--- src/rtl/cam_init_seq.sv ---
// Camera sensor power-up and register-init sequencer: reset pin timing, then table walk to IIC.
// Define CAM_INIT_READBACK_EN to verify every write with a read of the same register.
module cam_init_seq #(
    parameter int unsigned CLK_HZ        = 50000000,
    parameter int unsigned RST_LOW_MS    = 10,
    parameter int unsigned RST_SETTLE_MS = 20,
    parameter int unsigned TBL_AW        = 8,
    parameter logic [6:0]  DEV_ADDR      = 7'h36,
    parameter int unsigned MAX_RETRY     = 3
) (
    input  logic              clk_50m,
    input  logic              rst,
    input  logic              start,
    output logic              mipi_rst,
    output logic [TBL_AW-1:0] tbl_addr,
    input  logic [25:0]       tbl_data,
    output logic              cmd_valid,
    input  logic              cmd_ready,
    output logic [6:0]        cmd_dev,
    output logic [15:0]       cmd_reg,
    output logic [7:0]        cmd_data,
    input  logic              rsp_valid,
    input  logic              rsp_nack,
    output logic              busy,
    output logic              done,
    output logic              error,
    output logic [1:0]        err_code,
    output logic [TBL_AW-1:0] err_idx
`ifdef CAM_INIT_READBACK_EN
    ,
    output logic              cmd_rd,
    input  logic [7:0]        rsp_data
`endif
);

    localparam int unsigned TICK = (CLK_HZ / 1000 > 0) ? CLK_HZ / 1000 : 1;
    localparam int unsigned PW   = (TICK > 1) ? $clog2(TICK) : 1;
    localparam logic [TBL_AW-1:0] LAST = {TBL_AW{1'b1}};

    typedef enum logic [3:0] {
        StIdle, StRstLow, StRstSettle, StFetch, StFetchWait,
        StIssue, StWaitRsp, StDelay, StNext, StDone, StError
    } state_t;

    state_t            state;
    logic [TBL_AW-1:0] idx;
    logic [PW-1:0]     pre;
    logic [15:0]       ms_cnt;
    logic [15:0]       ms_target;
    logic [7:0]        retry;
    logic              tick;
    logic              ms_done;
    logic              rsp_fail;

    assign cmd_dev  = DEV_ADDR;
    assign tbl_addr = idx;
    assign tick     = (pre == PW'(TICK - 1));
    assign ms_done  = tick && (({1'b0, ms_cnt} + 17'd1) >= {1'b0, ms_target});

`ifdef CAM_INIT_READBACK_EN
    assign rsp_fail = rsp_nack || (cmd_rd && (rsp_data != cmd_data));
`else
    assign rsp_fail = rsp_nack;
`endif

    // DELAY entries reuse cmd_reg as their ms count; cmd_valid is low meanwhile.
    always_comb begin
        ms_target = cmd_reg;
        if (state == StRstLow) begin
            ms_target = 16'(RST_LOW_MS);
        end else if (state == StRstSettle) begin
            ms_target = 16'(RST_SETTLE_MS);
        end
    end

    always_ff @(posedge clk_50m or posedge rst) begin
        if (rst) begin
            state     <= StIdle;
            idx       <= '0;
            pre       <= '0;
            ms_cnt    <= '0;
            retry     <= '0;
            mipi_rst  <= 1'b0;
            cmd_valid <= 1'b0;
            cmd_reg   <= '0;
            cmd_data  <= '0;
            busy      <= 1'b0;
            done      <= 1'b0;
            error     <= 1'b0;
            err_code  <= '0;
            err_idx   <= '0;
`ifdef CAM_INIT_READBACK_EN
            cmd_rd    <= 1'b0;
`endif
        end else begin
            if (state == StRstLow || state == StRstSettle || state == StDelay) begin
                pre <= tick ? '0 : pre + PW'(1);
                if (tick && ms_cnt != 16'hFFFF) begin
                    ms_cnt <= ms_cnt + 16'd1;
                end
            end
            case (state)
                StIdle, StDone, StError: begin
                    if (start) begin
                        state    <= StRstLow;
                        busy     <= 1'b1;
                        done     <= 1'b0;
                        error    <= 1'b0;
                        err_code <= '0;
                        idx      <= '0;
                        mipi_rst <= 1'b0;
                        pre      <= '0;
                        ms_cnt   <= '0;
                    end
                end
                StRstLow: begin
                    if (ms_done) begin
                        mipi_rst <= 1'b1;
                        ms_cnt   <= '0;
                        state    <= StRstSettle;
                    end
                end
                StRstSettle: begin
                    if (ms_done) begin
                        state <= StFetch;
                    end
                end
                StFetch: state <= StFetchWait;
                StFetchWait: begin
                    cmd_reg  <= tbl_data[23:8];
                    cmd_data <= tbl_data[7:0];
                    case (tbl_data[25:24])
                        2'b00: begin
                            retry     <= '0;
                            cmd_valid <= 1'b1;
                            state     <= StIssue;
`ifdef CAM_INIT_READBACK_EN
                            cmd_rd    <= 1'b0;
`endif
                        end
                        2'b01: begin
                            pre    <= '0;
                            ms_cnt <= '0;
                            state  <= (tbl_data[23:8] == 16'd0) ? StNext : StDelay;
                        end
                        2'b10: begin
                            busy  <= 1'b0;
                            done  <= 1'b1;
                            state <= StDone;
                        end
                        default: begin
                            busy     <= 1'b0;
                            error    <= 1'b1;
                            err_code <= 2'd3;
                            err_idx  <= idx;
                            state    <= StError;
                        end
                    endcase
                end
                StIssue: begin
                    if (cmd_ready) begin
                        cmd_valid <= 1'b0;
                        state     <= StWaitRsp;
                    end
                end
                StWaitRsp: begin
                    if (rsp_valid) begin
                        if (rsp_fail) begin
                            if (retry < 8'(MAX_RETRY)) begin
                                // A failed readback also reissues the write, not just the read.
                                retry     <= retry + 8'd1;
                                cmd_valid <= 1'b1;
                                state     <= StIssue;
`ifdef CAM_INIT_READBACK_EN
                                cmd_rd    <= 1'b0;
`endif
                            end else begin
                                busy     <= 1'b0;
                                error    <= 1'b1;
                                err_code <= 2'd1;
                                err_idx  <= idx;
                                state    <= StError;
                            end
`ifdef CAM_INIT_READBACK_EN
                        end else if (!cmd_rd) begin
                            cmd_rd    <= 1'b1;
                            cmd_valid <= 1'b1;
                            state     <= StIssue;
                        end else begin
                            cmd_rd <= 1'b0;
                            state  <= StNext;
                        end
`else
                        end else begin
                            state <= StNext;
                        end
`endif
                    end
                end
                // The delay end advances the index itself so the wait is not stretched.
                StDelay, StNext: begin
                    if (state == StNext || ms_done) begin
                        if (idx == LAST) begin
                            busy     <= 1'b0;
                            error    <= 1'b1;
                            err_code <= 2'd2;
                            err_idx  <= idx;
                            state    <= StError;
                        end else begin
                            idx   <= idx + 1'b1;
                            state <= StFetch;
                        end
                    end
                end
                default: state <= StIdle;
            endcase
        end
    end

endmodule

--- config.mk ---
export PLATFORM = sky130hd
export DESIGN_NAME = cam_init_seq
export DESIGN_NICKNAME = d
export VERILOG_FILES = /design/src/rtl/cam_init_seq.sv
export SDC_FILE = /design/constraint.sdc
export NUM_CORES = 1
export LEC_CHECK = 0
export ABC_AREA = 1
export CAP_MARGIN = 0
export CORE_ASPECT_RATIO = 1.5
export CORE_UTILIZATION = 45
export DETAILED_ROUTE_END_ITERATION = 10
export HOLD_SLACK_MARGIN = 0.1
export PLACE_DENSITY_LB_ADDON = 0.25
export RECOVER_POWER = 100
export SYNTH_ARGS = -nofsm -noshare
export SYNTH_HDL_FRONTEND = slang
export SYNTH_SLANG_ARGS = --single-unit
--- constraint.sdc ---
create_clock -name clk_50m -period 3.5 [get_ports clk_50m]
set_input_delay 0.35 -clock clk_50m [delete_from_list [all_inputs] [get_ports clk_50m]]
set_output_delay 0.35 -clock clk_50m [all_outputs]
set_load 0.05 [all_outputs]
==> results.yml <==
drt:
  drc: 0
  firstDrtPassIters: 5
  drtAntennaViolNets: 0
  wire_per_inst_um: 13.79
  wirelength_mm: 12.95
  drt_iter0_markers: 196
  num_vias: 4801
  vias_per_cell: 5.113
sta:
  min_period_ns: 3.128
  post-route-period-util_pct: 89.38
  maxSlewViolCount: 117
  max_freq_mhz: 319.7
  tightest_slew_ns: 1.782
  finalHoldViolations: 0
  setup-violations-final: 0
  relSlewSlack_pct: -18.80
  timing.final.ws_setup_ns: 0.3718
  setup_tns_ns: 0
  grt_setup_unrepaired: "false"
  clock_skew_ns: 0.007902
yosys:
  ys.flop_type: "dfrtp_1"
  yosys_register_bits: 91
  syn_avg_cell_area_um2: 7.674
  seq_area_frac_synth_pct: 42.09
  synth_edf_count: 0
  synthesis.area_mm2: 0.005410
  syn_inst: 705
  yosysUniqueCellTypes: 47
  async_flop_share_pct: 100.0
  ys_warn_count: 0
global_route:
  grt-ovfl-total: 0
  grt_pass1_wl_mm: 22.08
  grt_antenna_before_repair: 0
  grt_usage_pct: 22.43
  grt_max_degree: 73
  grt_pass1_vias: 4816
power_and_ir_drop:
  p_int_mw: 2.625
  pwr-share-clk_pct: 20.1
  switching_share_pct: 47.27
  seqPwrFrac_pct: 29.4
  switchingPower_mw: 2.353
  ir_drop_mv: 0.4656
  p_leak_nw: 3.396
  combPwrFrac_pct: 50.5
  powerDensity_mw_per_mm2: 757.0
setup_path:
  end_kind: "register"
  worstPathMaxFanout: 12
  cp_slowest_stage_delay_ns: 0.42
  crit_slowest_cell: "dfrtp_1"
  cp_cell_sequence: "nand3_1 > nor2_1 > nand2_1 > nor2_1 > nand2_1 > nor2_2 > nand2_1 > xor2_1 > ha_1 > nand2_1 > nor2_1 > nand3_1 > nor2_1 > nor2_1 > nand3_2 > nand2_2 > a21boi_4 > buf_12 > clkbuf_1 > nand3_1 > nand2_1"
  critPathLaunchType: "register"
  crit_type: "reg2reg"
  critPathArrivalTime_ns: 3.41
  crit_required_ns: 3.78
placement:
  dp_hpwl_mm: 9.879
  pre_cts_slack_ns: 0.1730
  portBuffers: 78
  place_congestion: 0.9258
clock_tree:
  numCtsBuffers: 9
  h-tree-depth: 3
  path_clk_slew_ns: 0.06
  cts-hold-fix-buffers: 0
  clkSinkCount: 91
  cts.path.max_buffers: 2
  root_buffer: "clkbuf_16"
  tritoncts: "yes"
  clk_latency_ns: 0.35
floorplan:
  core-area_mm2: 0.01159
  die_y_um: 136.3
  rows: 48
  fp.dieW_um: 91.53
  pin_count: 86
  dieArea_mm2: 0.01247
  start_util_pct: 46.68
finish:
  layout-drive-gt1-share_pct: 6.717
  area_growth_pct: 21.53
  layout_common_cells: "nand2_1 (226), dfrtp_1 (91), inv_1 (85)"
  final_nets: 836
  final_common_cell: "nand2_1"
  antenna-diode-count: 0
job:
  maxCapViolCount: 2
run_status:
  status: "finished, violations left"
  violations: "max-capacitance violations, max-slew violations"
hold_path:
  hold_path.class: "reg2reg"
-- Yosys cell counts (4+ instances only) --
master    instances  area share [%]
o21ai_1           5            0.46
a31oi_1           4            0.46
buf_4             8             1.1
xor2_1           14             2.3
nor3_1           10            0.93
nor2_1           58             4.0
inv_2             5            0.35
a22oi_1          10             1.4
nand2_1         225              16
nor2_2            6            0.69
dfrtp_1          91              42
nor4_1            5            0.58
nand4_1          17             2.0
clkbuf_1          7            0.49
nand3_1          25             2.3
o21ai_2           9             1.5
nor2_4            4            0.83
o21ai_0          27             2.5
inv_1            86             6.0
buf_2             4            0.37
ha_1             20             4.6
xnor2_1          10             1.6
a21oi_1          20             1.9
-- through the flow --
stage	utilization, %	area (um2)	power, mW	instances	hold slack (ns)
floorplan	-	5429	3.316	710	0.4365
global placement	54.36	6301	3.981	920	0.4500
detailed placement	54.36	6301	4.048	920	0.4533
CTS	56.99	6606	5.061	936	0.3054
global route	56.73	6575	5.303	939	0.4901
finish	56.73	6575	4.977	939	0.4670
-- kinds of logic (layout without fill, tap and decap cells) --
family / after synthesis / in the layout / synth area share, %
AND/OR/NAND/NOR: 369 / 369 / 30.53
buffers and inverters: 115 / 194 / 9.089
flip-flops: 91 / 91 / 42.09
AO/OA/AOI/OAI: 83 / 83 / 9.459
XOR/XNOR: 24 / 24 / 3.885
adder cells (fa/ha/maj): 20 / 20 / 4.625
other: 2 / 7 / 0.1388
multiplexers: 1 / 1 / 0.1850
-- per-layer routing --
metal  up-vias  track usage (%)  wire, um
met2       101            42.40      7098
met1      2282            24.26      5076
met4         0            10.49       417
met5         -                0         0
li1       2388                -         -
met3        30            3.412       357
-- worst max-delay path, delay by kind of cell, from the launching register on --
family | cells | cell delay, ns
AND/OR/NAND/NOR | 16 | 1.73
adder cells (fa/ha/maj) | 1 | 0.28
XOR/XNOR | 1 | 0.16
AO/OA/AOI/OAI | 1 | 0.19
buffers and inverters | 2 | 0.30
flip-flops | 1 | 0.42
-- area by class of cell --
cell class | instances | area (um2)
well taps | 150 | 187.7
flip-flops and latches | 91 | 2277
inverters | 93 | 352.8
multi-input cells | 504 | 2620
fillers | 1090 | 5016
clock buffers | 12 | 256.5
repair buffers | 85 | 832.0
clock inverters | 4 | 48.80
-- power by group through the flow --
stage          combinational, mW  clock, mW  sequential, mW
5_1_grt                     2.76       1.05            1.49
2_1_floorplan               1.25          0            2.06
3_5_place_dp                2.56          0            1.49
6_report                    2.52       1.00            1.46
4_1_cts                     2.57       1.02            1.47
3_3_place_gp                2.50          0            1.48
-- worst paths after layout --
kind | from | to | slack, ns | depth (start not counted)
setup reg to reg | ms_cnt[0] | state[1] | 0.37 | 21
min in group asynchronous | rst | pre[9] | 0.61 | 2
setup / recovery | ms_cnt[0] | state[1] | 0.37 | 21
max in group asynchronous | rst | ms_cnt[12] | 0.69 | 3
hold / removal | retry[7] | retry[7] | 0.47 | 2
hold reg to reg | retry[7] | retry[7] | 0.47 | 2
-- timing repair --
action,in CTS,in global routing
setup buffers,0,3
setup endpoints to repair,0,17
gates resized for setup,0,1
Power figures use the tool's default switching activity.
==> RTL change 1 (same settings) <==
Set the parameter `CLK_HZ` to 25000000 (it was 50000000).
--- a/src/rtl/cam_init_seq.sv
+++ b/src/rtl/cam_init_seq.sv
@@ -1,7 +1,7 @@
 // Camera sensor power-up and register-init sequencer: reset pin timing, then table walk to IIC.
 // Define CAM_INIT_READBACK_EN to verify every write with a read of the same register.
 module cam_init_seq #(
-    parameter int unsigned CLK_HZ        = 50000000,
+    parameter int unsigned CLK_HZ        = 25000000,
     parameter int unsigned RST_LOW_MS    = 10,
     parameter int unsigned RST_SETTLE_MS = 20,
     parameter int unsigned TBL_AW        = 8,
Behaviour: same outputs for any inputs over 10 cycles, from zero or initial values and one cycle with rst high; that may be too few to reach the edited logic, so the function may still have changed.
==> RTL change 1 against the unedited design <==
- the run still ends with max-capacitance violations, max-slew violations left
- total power increased by 11%
- cell area is 1.7% higher
- sequential cell count down 1
- wire length rose by 1.8%
- combinational power grew 13%
- via count is 1.5% lower
- area after synthesis rose by 0.44%
- worst setup slack lost 0.053 ns
- critical endpoint is now tbl_addr[0]$_DFFE_PP0P_
- largest power group unchanged
==> RTL change 1: results (changes against the unedited design) <==
Parameter                              Value

Outcome
  Result of the run    finished with violations
  Violated checks    max-capacitance violations, max-slew violations

Place
  Number of placed cells counting well taps    906 (-1.5%)
  Area post-placement    6330 µm² (+0.44%)
  Final weighted congestion of routability-driven global placement    0.893 (-3.6%)
  HPWL after detailed placement    10,200 µm (+3.6%)
  Pre-CTS setup slack    0.304 ns (+0.131 ns)

Power
  Net switching power    2.59 mW (+10%)
  Largest vdd supply drop    0.575 mV (+23%)
  Clock network fraction of total power    21.5% (+1.4 points)
  Proportion of power drawn by flip-flops and latches    27.0% (-2.4 points)
  Leakage power    3.39 nW (about the same)
  Pwr per Cell Area    826 nW/µm² (+9.2%)

Global route
  Antenna violations before repair    0 (unchanged)
  Global-route usage over all layers    22.5% (+0.12 points)
  Pin count of the biggest net entering global routing    48 (-34%)
  Number of global-route vias before repair    4,798 (-0.37%)
  Global-route wire length before repair    22,400 µm (+1.5%)

Routing
  Detailed router's first-iteration violation count    250 (+28%)
  Total wire length after detailed routing    13,200 µm (+1.8%)
  Initial DRT Pass Iterations    4 (-1)
  Avg Vias per Cell    5.12 (+0.12%)

Synth
  Leading cell types by total area after synthesis    dfrtp_1 (41%), nand2_1 (13%), inv_1 (5.7%), ha_1 (4.6%), nor2_1 (4.0%)
  Mean area per synthesized cell    7.90 µm² (+2.9%)
  Sequential area share after synthesis    41.4% (-0.64 points)
  Post-synthesis mux area share    0% (-0.19 points)
  Compound-cell area share of the yosys netlist    10.8% (+1.4 points)
  Yosys cell types    48 (+2.1%)
  Post-synthesis share of cell area spent on xor and xnor gates    3.06% (-0.82 points)
  Most frequent cells after synthesis    nand2_1 (185), dfrtp_1 (90), inv_1 (82), nor2_1 (58), o21ai_0 (30)
  Synthesized-area fraction occupied by adder cells    4.61% (-0.020 points)

Layout
  FILL cells    1,086 (-0.37%)
  Fin nets    821 (-1.8%)
  Antenna Diode Count    0 (unchanged)
  Fraction of layout instances using a drive strength above 1    10.1% (+3.4 points)
  Non-filler instance count after layout    924 (-1.6%)

Timing
  Final setup margin    0.319 ns (-0.0530 ns)
  Least-Margin Pin Slew    1.62 ns (-0.162 ns)
  Final Max Tran Viols    38 (-68%)
  Worst hold slack after final layout    0.467 ns (+0.0000690 ns)
  Layout Skew    0.00691 ns (-0.000990 ns)

Clocking
  Total setup buffers inserted after CTS    0 (unchanged)
  Deepest level of the CTS H-tree    3 (unchanged)
  Buffer cell driving the clock tree root    clkbuf_16
  Num CTS Buffers    9 (unchanged)
  Clock buffer depth    2 (unchanged)

Worst setup path
  Top delay family on crit path    simple AND/OR/NAND/NOR gates
  Critical Path Start Type    flip-flop
  R2R cell count    20 (-4.8%)
  Critical path peak fanout    7 (-5)
  Biggest cell delay along the critical path    0.42 ns (about the same)
  Critical path endpoint    tbl_addr[0]$_DFFE_PP0P_

Job
  Max-cap violations    1 (-1)

Hold path
  Worst hold path stage count    2 (unchanged)
  WHS Endpoint    retry[7]$_DFFE_PP0P_
-- RTL change 1: cell types whose count changed in the layout (fill, tap and decap cells not counted), moves of 4 or more --
cell     delta
nand2_1    -38
a21oi_1     +6
nand2_2     +9
nor2_8      +4
o21ai_2     +6
xnor2_1     -4
nor2_4      +4
-- RTL change 1: cell type report --
class | instances | area (µm²) | share of cell area [%]
tap | 150 | 188 | 2.81
clock buffer | 11 | 243 | 3.63
clock inverter | 5 | 125 | 1.87
sequential | 90 | 2250 | 33.7
inverter | 95 | 360 | 5.39
timing repair buffer | 85 | 825 | 12.3
multi-input combinational | 488 | 2690 | 40.3
-- RTL change 1: tightest hold or removal path: stages, from the launching register on --
cell and delay [ns]:
dfrtp_1 0.34, nand2_1 0.05, inv_1 0.04
-- RTL change 1: per-layer routing --
metal	vias up	share of wire (%)	global-route usage, %
met1	2262	39	25.5
met3	26	3.1	3.22
met5	-	0	0
met2	86	55	42.3
li1	2356	-	-
met4	0	2.6	9.20
==> RTL change 2 (same flow settings) <==
Without the edit above. Encoding of `state_t`: now one-hot (11 bits for 11 states).
--- a/src/rtl/cam_init_seq.sv
+++ b/src/rtl/cam_init_seq.sv
@@ -37,9 +37,9 @@
     localparam int unsigned PW   = (TICK > 1) ? $clog2(TICK) : 1;
     localparam logic [TBL_AW-1:0] LAST = {TBL_AW{1'b1}};
 
-    typedef enum logic [3:0] {
-        StIdle, StRstLow, StRstSettle, StFetch, StFetchWait,
-        StIssue, StWaitRsp, StDelay, StNext, StDone, StError
+    typedef enum logic [10:0] {
+        StIdle = 11'b00000000001, StRstLow = 11'b00000000010, StRstSettle = 11'b00000000100, StFetch = 11'b00000001000, StFetchWait = 11'b00000010000,
+        StIssue = 11'b00000100000, StWaitRsp = 11'b00001000000, StDelay = 11'b00010000000, StNext = 11'b00100000000, StDone = 11'b01000000000, StError = 11'b10000000000
     } state_t;
 
     state_t            state;
Formal check against the unedited RTL: no difference found for any inputs over 10 cycles, from zero or initial values and one cycle with rst high; not proved beyond that.
==> RTL change 2 against the unedited design <==
- the run still ends with max-capacitance violations, max-slew violations left
- total power shrank 12%
- final cell count grew 9.6%
- wire length grew 11%
- area after synthesis grew 9.2%
- non-clock buffer count grew 3
- die area grew 9.1%
- clock skew grew 0.0021 ns
- worst setup slack lost 0.13 ns
- core utilization grew 0.22 points
- cell area grew 9.4%
- sequential share of layout area shrank 0.54 points
- sequential cell count grew 7
- largest power group unchanged
- highest routed layer unchanged
==> RTL change 2: results (changes against the unedited design) <==
Parameter                              Value

Outcome
  Result of the run    finished with violations
  Violated checks    max-capacitance violations, max-slew violations

Worst setup path
  Arrival time of data at the critical path endpoint    3.51 ns (+0.10 ns)
  Critical path peak fanout    8 (-4)
  Biggest cell delay along the critical path    0.40 ns (-0.02 ns)

Routing
  Routed vias    5,175 (+7.8%)
  Met1 WL    5870 µm (+16%)
  Detailed router's first-iteration violation count    220 (+12%)
  Met2 WL post-DR    7700 µm (+8.5%)
  Wire length on met3    327 µm (-8.4%)
  Initial DRT Pass Iterations    4 (-1)
  Total wire length after detailed routing    14,300 µm (+11%)

Power
  Clock network fraction of total power    25.1% (+5.0 points)
  Design Power    4.39 mW (-12%)
  Cell-internal power    2.51 mW (-4.4%)
  Leakage power    3.89 nW (+14%)
  Largest vdd supply drop    0.395 mV (-15%)
  Logic gate share of total power    42.2% (-8.3 points)

Global route
  Pin count of the biggest net entering global routing    50 (-32%)
  Global-route usage over all layers    22.2% (-0.27 points)
  Met3 usage in global routing    3.47% (+0.061 points)
  Global-route wire length before repair    23,100 µm (+4.8%)
  Met1 Resource Use GR    26.3% (+2.0 points)
  Routing usage on met2    39.3% (-3.1 points)
  Number of global-route vias before repair    4,869 (+1.1%)

Layout
  FILL cells    1,199 (+10%)
  Non-filler instance count after layout    1,029 (+9.6%)
  Antenna Diode Count    0 (unchanged)
  Fin nets    920 (+10%)
  Fraction of layout instances using a drive strength above 1    8.02% (+1.3 points)

Hold path
  Classification of the worst-slack hold path    reg -> reg

Timing
  Layout Skew    0.0101 ns (+0.00215 ns)
  Least-Margin Pin Slew    2.19 ns (+0.409 ns)
  Final Max Tran Viols    91 (-22%)

Clocking
  Clk Latency, worst-skew pair    0.35 ns (about the same)
  Num CTS Buffers    9 (unchanged)
  Total setup buffers inserted after CTS    0 (unchanged)

Synth
  Most frequent cells after synthesis    nand2_1 (251), inv_1 (109), dfrtp_1 (97), nand3_1 (52), nor2_1 (51)
  Prevailing post-synth register cell    dfrtp_1
  Sequential area share after synthesis    41.5% (-0.57 points)
  Yosys cell types    48 (+2.1%)
  Mapped Cells    783 (+11%)
  Leading cell types by total area after synthesis    dfrtp_1 (41%), nand2_1 (16%), inv_1 (6.9%), nand3_1 (4.4%), ha_1 (4.2%)
  Flip-flop and latch count after synthesis    98 (+7.7%)

Place
  Final weighted congestion of routability-driven global placement    0.912 (-1.5%)
  Area post-placement    6810 µm² (+8.1%)
  Pre-CTS setup slack    0.163 ns (-0.0102 ns)
  HPWL after detailed placement    10,800 µm (+9.8%)

Job
  Max-cap violations    2 (unchanged)
RTL change 2: cell count changes after synthesis, moves of 9 or more:
cell	unedited run	this run
a22oi_1	10	0
inv_1	86	109
nand2_1	225	251
nand3_1	25	52
xor2_1	14	23
RTL change 2: path summary, 6_finish.rpt:
| kind | start | end | slack [ns] | depth (start not counted) |
|---|---|---|---|---|
| setup / recovery | ms_cnt[0]$_DFF_PP0_ | ms_cnt[13]$_DFF_PP0_ | 0.24 | 22 |
| setup reg to reg | ms_cnt[0]$_DFF_PP0_ | ms_cnt[13]$_DFF_PP0_ | 0.24 | 22 |
| hold reg to reg | err_idx[6]$_DFFE_PP0P_ | err_idx[6]$_DFFE_PP0P_ | 0.47 | 2 |
| min in group asynchronous | rst | pre[7]$_DFF_PP0_ | 1.02 | 2 |
| hold / removal | err_idx[6]$_DFFE_PP0P_ | err_idx[6]$_DFFE_PP0P_ | 0.47 | 2 |
| max in group asynchronous | rst | tbl_addr[3]$_DFFE_PP0P_ | 0.96 | 3 |
RTL change 2: cell families (layout without fill, tap and decap cells):
family / after synthesis / count (layout) / synth area share (%)
AO/OA/AOI/OAI: 69 / 69 / 6.82
adder cells (fa/ha/maj): 20 / 20 / 4.23
AND/OR/NAND/NOR: 430 / 431 / 33.3
other: 2 / 7 / 0.127
XOR/XNOR: 28 / 28 / 4.15
buffers and inverters: 136 / 220 / 9.80
flip-flops: 98 / 98 / 41.5
RTL change 2: cell type report:
cell class | instances | area [µm²] | share of cell area, %
clock buffers | 9 | 225 | 3.13
clock inverters | 7 | 100 | 1.39
inverters | 116 | 440 | 6.12
multi-input cells | 555 | 2930 | 40.7
flip-flops and latches | 98 | 2450 | 34.1
well taps | 156 | 195 | 2.71
repair buffers | 88 | 855 | 11.9
